==> src/rtl/strobe_capture_pkg.sv <==
// Shared constants for the strobe sample capture stage: widths, edge-mode codes
// and the occupancy-width helper used by the FIFO and the top.
package strobe_capture_pkg;

  localparam int DATA_W_DEF   = 10;

  localparam int EDGE_RISING  = 0;
  localparam int EDGE_FALLING = 1;
  localparam int EDGE_BOTH    = 2;

  localparam int DROP_CNT_W   = 8;

  // Occupancy needs one extra bit so that "full" (level == depth) is representable.
  function automatic int level_w(input int depth);
    return $clog2(depth) + 1;
  endfunction

endpackage

==> src/rtl/sample_fifo.sv <==
// First-word-fall-through sample buffer; head visible the cycle after the push.
// Push while full is ignored unless a pop happens in the same cycle; pop while empty is ignored.
module sample_fifo
  import strobe_capture_pkg::*;
#(
  parameter int WIDTH = DATA_W_DEF,
  parameter int DEPTH = 4
) (
  input  logic                        clk,
  input  logic                        rst_n,
  input  logic                        push,
  input  logic [WIDTH-1:0]            push_dat,
  input  logic                        pop,
  output logic [WIDTH-1:0]            head_dat,
  output logic                        full,
  output logic                        empty,
  output logic [level_w(DEPTH)-1:0]   level
);

  localparam int AW = $clog2(DEPTH);
  localparam int PW = AW + 1;

  logic [PW-1:0]    wr_ptr_q, wr_ptr_d;
  logic [PW-1:0]    rd_ptr_q, rd_ptr_d;
  logic [WIDTH-1:0] mem_q [DEPTH];
  logic             do_push;
  logic             do_pop;

  // Pointer MSBs differ only when the writer has lapped the reader.
  assign empty   = (wr_ptr_q == rd_ptr_q);
  assign full    = (wr_ptr_q[AW] != rd_ptr_q[AW]) &&
                   (wr_ptr_q[AW-1:0] == rd_ptr_q[AW-1:0]);
  assign level   = wr_ptr_q - rd_ptr_q;

  assign do_pop  = pop & ~empty;
  assign do_push = push & (~full | do_pop);

  always_comb begin
    wr_ptr_d = wr_ptr_q;
    rd_ptr_d = rd_ptr_q;
    if (do_push) wr_ptr_d = wr_ptr_q + 1'b1;
    if (do_pop)  rd_ptr_d = rd_ptr_q + 1'b1;
  end

  always_ff @(posedge clk or negedge rst_n) begin
    if (!rst_n) begin
      wr_ptr_q <= '0;
      rd_ptr_q <= '0;
    end else begin
      wr_ptr_q <= wr_ptr_d;
      rd_ptr_q <= rd_ptr_d;
    end
  end

  always_ff @(posedge clk) begin
    if (do_push) mem_q[wr_ptr_q[AW-1:0]] <= push_dat;
  end

  // Storage is not reset, so the head is masked to zero whenever nothing is valid.
  assign head_dat = empty ? '0 : mem_q[rd_ptr_q[AW-1:0]];

endmodule

==> src/rtl/strobe_sample_capture.sv <==
// Synchronises an async strobe + data bus, captures on the selected edge into a FWFT FIFO.
// Sample valid SYNC_STAGES clks after strobe is first sampled; full FIFO without pop drops and counts.
module strobe_sample_capture
  import strobe_capture_pkg::*;
#(
  parameter int DATA_W         = DATA_W_DEF,
  parameter int SYNC_STAGES    = 2,
  parameter int FIFO_DEPTH     = 4,
  parameter int EDGE_MODE      = EDGE_RISING,
  parameter int TIMEOUT_CYCLES = 1024
) (
  input  logic                             clk,
  input  logic                             rst_n,
  input  logic                             ena,
  input  logic                             strobe_in,
  input  logic [DATA_W-1:0]                data_in,
  output logic [DATA_W-1:0]                sample_out,
  output logic                             sample_valid,
  input  logic                             sample_ready,
  output logic [level_w(FIFO_DEPTH)-1:0]   level,
  output logic                             overflow,
  output logic [DROP_CNT_W-1:0]            drop_count,
  output logic                             stall,
  input  logic                             clr_flags
);

  localparam int TO_W = $clog2(TIMEOUT_CYCLES) + 1;
  localparam logic [TO_W-1:0] TO_LAST = TO_W'(TIMEOUT_CYCLES - 1);

  logic [SYNC_STAGES-1:0] strb_sync_q;
  logic [DATA_W-1:0]      data_sync_q [SYNC_STAGES];
  logic                   strb_prev_q;
  logic                   strb_now;
  logic                   edge_det;

  logic                   push_req;
  logic                   pop_req;
  logic                   drop;
  logic                   fifo_full;
  logic                   fifo_empty;

  logic                   overflow_q, overflow_d;
  logic [DROP_CNT_W-1:0]  drop_cnt_q, drop_cnt_d;
  logic [TO_W-1:0]        to_cnt_q, to_cnt_d;
  logic                   stall_q, stall_d;

  // The data chain has the same depth as the strobe chain, so the word leaving it
  // lines up with the edge; this relies on the bus being held still around the edge.
  always_ff @(posedge clk or negedge rst_n) begin
    if (!rst_n) begin
      strb_sync_q <= '0;
      strb_prev_q <= 1'b0;
      for (int i = 0; i < SYNC_STAGES; i++) data_sync_q[i] <= '0;
    end else begin
      strb_sync_q <= {strb_sync_q[SYNC_STAGES-2:0], strobe_in};
      strb_prev_q <= strb_now;
      data_sync_q[0] <= data_in;
      for (int i = 1; i < SYNC_STAGES; i++) data_sync_q[i] <= data_sync_q[i-1];
    end
  end

  assign strb_now = strb_sync_q[SYNC_STAGES-1];

  always_comb begin
    edge_det = 1'b0;
    if (EDGE_MODE == EDGE_FALLING)   edge_det = ~strb_now & strb_prev_q;
    else if (EDGE_MODE == EDGE_BOTH) edge_det = strb_now ^ strb_prev_q;
    else                             edge_det = strb_now & ~strb_prev_q;
  end

  assign push_req = edge_det & ena;
  assign pop_req  = sample_valid & sample_ready;
  assign drop     = push_req & fifo_full & ~pop_req;

  sample_fifo #(
    .WIDTH (DATA_W),
    .DEPTH (FIFO_DEPTH)
  ) u_fifo (
    .clk      (clk),
    .rst_n    (rst_n),
    .push     (push_req),
    .push_dat (data_sync_q[SYNC_STAGES-1]),
    .pop      (pop_req),
    .head_dat (sample_out),
    .full     (fifo_full),
    .empty    (fifo_empty),
    .level    (level)
  );

  assign sample_valid = ~fifo_empty;

  // A drop in the same cycle as a clear wins, so the event is never lost.
  always_comb begin
    overflow_d = overflow_q;
    drop_cnt_d = drop_cnt_q;
    if (drop) begin
      overflow_d = 1'b1;
      if (clr_flags)             drop_cnt_d = DROP_CNT_W'(1);
      else if (drop_cnt_q != '1) drop_cnt_d = drop_cnt_q + 1'b1;
    end else if (clr_flags) begin
      overflow_d = 1'b0;
      drop_cnt_d = '0;
    end
  end

  always_comb begin
    to_cnt_d = to_cnt_q;
    stall_d  = stall_q;
    if (ena) begin
      if (push_req) begin
        to_cnt_d = '0;
        stall_d  = 1'b0;
      end else if (to_cnt_q == TO_LAST) begin
        stall_d  = 1'b1;
      end else begin
        to_cnt_d = to_cnt_q + 1'b1;
      end
    end
  end

  always_ff @(posedge clk or negedge rst_n) begin
    if (!rst_n) begin
      overflow_q <= 1'b0;
      drop_cnt_q <= '0;
      to_cnt_q   <= '0;
      stall_q    <= 1'b0;
    end else begin
      overflow_q <= overflow_d;
      drop_cnt_q <= drop_cnt_d;
      to_cnt_q   <= to_cnt_d;
      stall_q    <= stall_d;
    end
  end

  assign overflow   = overflow_q;
  assign drop_count = drop_cnt_q;
  assign stall      = stall_q;

endmodule

==> config.mk <==
export PLATFORM = sky130hd
export DESIGN_NAME = strobe_sample_capture
export DESIGN_NICKNAME = d
export VERILOG_FILES = /design/src/rtl/strobe_capture_pkg.sv /design/src/rtl/sample_fifo.sv /design/src/rtl/strobe_sample_capture.sv
export SDC_FILE = /design/constraint.sdc
export NUM_CORES = 1
export LEC_CHECK = 0
export CORE_UTILIZATION = 35
export DETAILED_ROUTE_END_ITERATION = 8
export PLACE_DENSITY_LB_ADDON = 0.08
export SKIP_CTS_REPAIR_TIMING = 1
export SLEW_MARGIN = 40
export SYNTH_ARGS = -nofsm -noshare
export SYNTH_HDL_FRONTEND = slang
export SYNTH_SLANG_ARGS = --single-unit
==> constraint.sdc <==
create_clock -name clk -period 2.4 [get_ports clk]
set_input_delay 0.48 -clock clk [delete_from_list [all_inputs] [get_ports clk]]
set_output_delay 0.48 -clock clk [all_outputs]
set_load 0.005 [all_outputs]
After elaboration in Yosys (flattened, before gate mapping)
Memory sizes are Yosys's and may differ from the RTL's.
Cells that the tools add are included.

storage, ports and cells
  output and inout port bits = 24
  register bits = 50
  logic and storage cells = 54
  bits of input ports = 16
  memories kept = 1
  bits in writable memories = 40

memories
  name          words  bits a word  read ports  clocked after memory_dff  wr ports  line               source
  u_fifo.mem_q  4      10           1           0                         1         sample_fifo.sv:25  logic [WIDTH-1:0] mem_q [DEPTH];

operators by class
  multiplexer cells = 13
  bitwise logic cells = 12
  reductions and logical operators = 7
  equal/unequal tests = 6
  add/subtract/negate cells = 5

operators by type and width
  cell                     count
  $mux W8                  4
  $mux W11                 2
  $add A11 B1 Y11 const B  1
  $eq A11 B10 Y1 const B   1
  $mux W10                 1
  $add A8 B1 Y8 const B    1
  $ne A8 B8 Y1 const B     1
  $and A1 B1 Y1            7
  $add A3 B1 Y3 const B    2
  $mux W1                  6
  $reduce_and A2 Y1        3
  $reduce_bool A2 Y1       3
  $not A1 Y1               4
  $eq A3 B3 Y1             1
  $sub A3 B3 Y3            1
  $eq A2 B2 Y1             1
  $ne A2 B2 Y1 const B     1
  $logic_and A1 B1 Y1      1
  $ne A1 B1 Y1             1
  $or A1 B1 Y1             1

Logic depth before layout (Yosys ltp)
  depth after elaboration = 8
  gate-level depth with buffers = 9

Hierarchy
Synthesis repeated with hierarchy kept, for this count alone.

unflattened totals
  cells, all modules = 256
  area, all modules = 3731.1 um^2

by module, submodules not included
  module                 cells each  times used  area an instance (um^2)  seq. area each (um^2)
  sample_fifo            108         1           1969.4                   1351.3
  strobe_sample_capture  148         1           1761.7                   1101.1

Worst setup path after synthesis
Ideal clock, no wire load.

  path kind = reg-to-reg
  start point = register u_fifo.rd_ptr_q[1]
  end point = register drop_cnt_q[2] (netlist: drop_count[2])
  stages on the path, launching flop included = 10
  setup time = 0.140 ns
  clock period less this slack = 2.469 ns
  path slack = -0.069 ns
  data arrival time = 2.330 ns
  data required time = 2.260 ns
  cells stage by stage = dfrtp_1 -> buf_1 -> inv_1 -> ha_1 -> nand2_1 -> or4_1 -> clkbuf_2 -> buf_2 -> o311ai_0 -> o41ai_1

on the way
  longest elaborated chain between the ends = 7
  elaborated cells between the ends (all ways) = 11

RTL lines
  element                       line                          source
  from (decl)                   sample_fifo.sv:24             logic [PW-1:0] rd_ptr_q, rd_ptr_d;
  from (signal assigned)        sample_fifo.sv:51             rd_ptr_q <= rd_ptr_d;
  $eq A3 B3 Y1                  sample_fifo.sv:30             assign empty = (wr_ptr_q == rd_ptr_q);
  $not A1 Y1                    strobe_sample_capture.sv:90   assign sample_valid = ~fifo_empty;
  $and A1 B1 Y1                 strobe_sample_capture.sv:72   assign pop_req = sample_valid & sample_ready;
  $not A1 Y1                    strobe_sample_capture.sv:73   assign drop = push_req & fifo_full & ~pop_req;
  $and A1 B1 Y1 *               strobe_sample_capture.sv:73
  $reduce_bool A2 Y1 (no line)  n/a
  $reduce_and A2 Y1 (no line)   n/a
  to (signal assigned)          strobe_sample_capture.sv:129  drop_cnt_q <= drop_cnt_d;
  to (decl)                     strobe_sample_capture.sv:43   logic [DROP_CNT_W-1:0] drop_cnt_q, drop_cnt_d;

Mark *: on every way between the ends. The rest lies on a longest branch, timed or not.
A chain may end at the register's enable or synchronous reset.

Worst setup path after layout
  start point = register u_fifo.wr_ptr_q[1]
  end point = register drop_cnt_q[4] (netlist: drop_count[4])

on the way
  longest elaborated chain between the ends = 7
  elaborated cells between the ends (all ways) = 11

RTL lines
  element                       line                         source
  from (decl)                   sample_fifo.sv:23            logic [PW-1:0] wr_ptr_q, wr_ptr_d;
  from (signal assigned)        sample_fifo.sv:50            wr_ptr_q <= wr_ptr_d;
  $eq A3 B3 Y1                  sample_fifo.sv:30
  $not A1 Y1                    strobe_sample_capture.sv:90
  $and A1 B1 Y1                 strobe_sample_capture.sv:72
  $not A1 Y1                    strobe_sample_capture.sv:73
  $and A1 B1 Y1 *               strobe_sample_capture.sv:73
  $reduce_bool A2 Y1 (no line)  n/a
  $reduce_and A2 Y1 (no line)   n/a

Marked as above.

==> flow_summary_export.csv <==
group,metric,value,unit
setup_path,setup.worst_path.class,"flop to flop",
cts,cts.sinks,90,
logic_synthesis,synth_top_flop_cell,"sky130_fd_sc_hd__dfrtp_1",
setup_path,rrSetupSlack,150,ps
timing,finalClockSkew,6.94,ps
setup_path,timing.critical_path.from_type,"flop",
die,row_count,36,
logic_synthesis,syn-num-nets,265,
placement,port_buffers,39,
timing,worst_slew_margin_rel,53.8,%
global_routing,maximum_number_of_pins_on_one_net_before_global_route_repair,51,
global_routing,grt_first_pass_wirelength,10900,um
cts,clk_root_buffer_cell,"sky130_fd_sc_hd__clkbuf_8",
timing,upper_clock_frequency_limit,445,MHz
cts,latest_clock_arrival_within_the_worst_skew_pair,350,ps
global_routing,via_count_of_the_first_global_routing_pass,2157,
layout,antenna_cells,0,
logic_synthesis,synth_cell_types,40,
timing,finalWorstPathRequiredPeriod,2250,ps
logic_synthesis,netlist_area,0.00358,mm2
drt,wl_per_cell,15.0,um
layout,nNetsFinal,327,
logic_synthesis,yosysMostFrequentCell,"sky130_fd_sc_hd__dfrtp_1",
power_and_ir_drop,power_leakage,1.85,nW
setup_path,worst_r2r_endpoint,"drop_count[4]",
layout,syn2layout_area_growth,27.1,%
die,start_util,36.3,%
worst_hold_path,holdCritPathClass,"input port to async pin",
setup_path,critical_path.max_fanout,18,
cts,h-tree-depth,3,
global_routing,grt_usage,14.3,%
timing,grt_setup_unrepaired,"false",
logic_synthesis,async_flop_share,55.6,%
timing,slew_violations,0,
drt,viasPerCell,4.73,
placement,gpl.final_weighted_congestion,0.726,
cts,clk_pin_slew_worst_paths,90,ps
global_routing,antenna_found_initial,0,
die,ioPinCount,40,
layout,fillerInstances,883,
timing,worst_pin_slew,682,ps
setup_path,end_kind,"flop",
drt,dr.first_iter.drc_count,26,
job,max_cap_viol_count,0,
power_and_ir_drop,power_density_over_the_cells,963,mW/mm2
timing,timing.final.crit_share,93.7,%
logic_synthesis,synth_sequential_area_ratio,68.5,%
layout,drive_above_1_share,17.6,%
drt,route.antenna.remaining_nets,0,
placement,hpwl_reported_at_the_end_of_detailed_placement,4150,um
timing,setup_violations,0,
drt,firstDrtPassIters,4,
setup_path,timing.rr.start,"u_fifo.wr_ptr_q[1]",
power_and_ir_drop,vdd.ir_drop.worst,0.359,mV
logic_synthesis,synth_area_leader,"sky130_fd_sc_hd__dfrtp_1",
global_routing,grt_remaining_overflow,0,
setup_path,worst_r2r_path_depth,6,
cts,cts_max_path_buffers,2,
die,dieArea,0.0106,mm2
logic_synthesis,synth.area.top_cells,"sky130_fd_sc_hd__dfrtp_1 (35%), sky130_fd_sc_hd__edfxtp_1 (34%), sky130_fd_sc_hd__mux4_2 (6.3%)",
outcome,outcome,"finished clean",
cts,cts_inserted_buffers,9,
timing,report.final.hold_viol_count,0,
layout,layout.core_utilization,46.1,%
logic_synthesis,synthDominantCellAreaShare,34.9,%
setup_path,critPathRequiredTime,2680,ps
drt,vias,2077,
logic_synthesis,synth-edff-count,40,
layout,multi_input_comb_area,0.00108,mm2
timing,tns,0,ps
logic_synthesis,postSynthRegisterBits,90,
cts,cts_tree,"yes",
drt,drc_errors,0,
die,floorplan.die.width,103,um
logic_synthesis,netlist_top_cells_count,"sky130_fd_sc_hd__dfrtp_1 (50), sky130_fd_sc_hd__edfxtp_1 (40), sky130_fd_sc_hd__and2_1 (14)",
logic_synthesis,ys.warnings.count,0,
die,fp.dieH,103,um
layout,ff_latch_area,0.00245,mm2
logic_synthesis,number_of_instances_in_the_synthesized_netlist,239,
die,core-area,0.00986,mm2
drt,wirelength,6600,um
logic_synthesis,per_instance_average_area_after_synthesis,15.0,um2
setup_path,worst-endpoint-arrival,2530,ps
cell usage in the layout (no fill, tap or decap), types with 10 or more instances in the layout:
cell,n
sky130_fd_sc_hd__edfxtp_1,40
sky130_fd_sc_hd__mux4_2,10
sky130_fd_sc_hd__buf_4,15
sky130_fd_sc_hd__clkbuf_8,10
sky130_fd_sc_hd__inv_1,10
sky130_fd_sc_hd__clkdlybuf4s50_1,25
sky130_fd_sc_hd__and2_1,14
sky130_fd_sc_hd__a21oi_1,11
sky130_fd_sc_hd__dlymetal6s2s_1,13
sky130_fd_sc_hd__dfrtp_1,49
metrics by stage:
stage	power, W	hold slack, ps	setup WS, ps	instance area, um2	instances
2_1_floorplan	0.00263	184	67.3	3580	239
3_3_place_gp	0.00347	332	0.419	4280	419
3_5_place_dp	0.00348	335	-52.0	4280	419
4_1_cts	0.00444	254	-219	4460	435
5_1_grt	0.00473	282	21.3	4550	439
6_report	0.00439	221	152	4550	439
flip-flops by register name (all words and copies together) (netlist names):
name             cells
u_fifo.rd_ptr_q      3
stall                1
data_sync_q         20
to_cnt_q            11
strb_sync_q          2
u_fifo.wr_ptr_q      3
overflow             1
strb_prev_q          1
u_fifo.mem_q        40
drop_count           8
worst max-delay path by stage:
stage	startpoint	end	slack, ps	depth (start not counted)
6_report	u_fifo.wr_ptr_q[1]	drop_count[4]	150	6
5_1_grt	u_fifo.wr_ptr_q[1]	drop_count[4]	20	6
4_1_cts	u_fifo.rd_ptr_q[0]	sample_out[1]	-220	4
3_5_place_dp	ena	drop_count[4]	-50	6
3_3_place_gp	ena	drop_count[6]	0.4	6
2_1_floorplan	u_fifo.rd_ptr_q[1]	drop_count[2]	70	9
logic make-up after synthesis:
kind of cell	synth area share [%]
muxes	6.88
buffers and inverters	1.99
xor gates and xnor gates	2.20
adders and majority gates	3.70
AOI/OAI and AO/OA	6.60
and+or+nand+nor	10.2
DFF	68.5
area by class of cell:
cell class | count | share of cell area (%)
multi-input combinational | 131 | 23.8
clock buffer | 10 | 3.02
clock inverter | 6 | 0.935
sequential | 90 | 53.9
tap | 133 | 3.66
inverter | 10 | 0.825
timing repair buffer | 59 | 13.9
worst max-delay path: stages (launching register included):
cell and delay [ps]:
sky130_fd_sc_hd__dfrtp_1 420, sky130_fd_sc_hd__ha_1 320, sky130_fd_sc_hd__nand2_1 70, sky130_fd_sc_hd__or4_1 480, sky130_fd_sc_hd__buf_4 210, sky130_fd_sc_hd__or4_1 510
sky130_fd_sc_hd__a21oi_1 160
metal layers:
| layer | global-route usage, % | vias to the layer above | wire length [um] | share of wire [%] |
|---|---|---|---|---|
| li1 | - | 1009 | - | - |
| met1 | 17.3 | 1030 | 2970 | 45 |
| met2 | 23.3 | 33 | 3280 | 50 |
| met3 | 6.03 | 5 | 277 | 4.2 |
| met4 | 4.55 | 0 | 69 | 1.0 |
| met5 | 0 | - | 0 | 0 |
where the power goes:
group | switching [W] | total (W) | internal [W]
sequential | 0.000114 | 0.00188 | 0.00176
combinational | 0.000609 | 0.00157 | 0.000963
clock | 0.000530 | 0.000934 | 0.000404
Note: power is estimated with default switching activity, not from simulation.
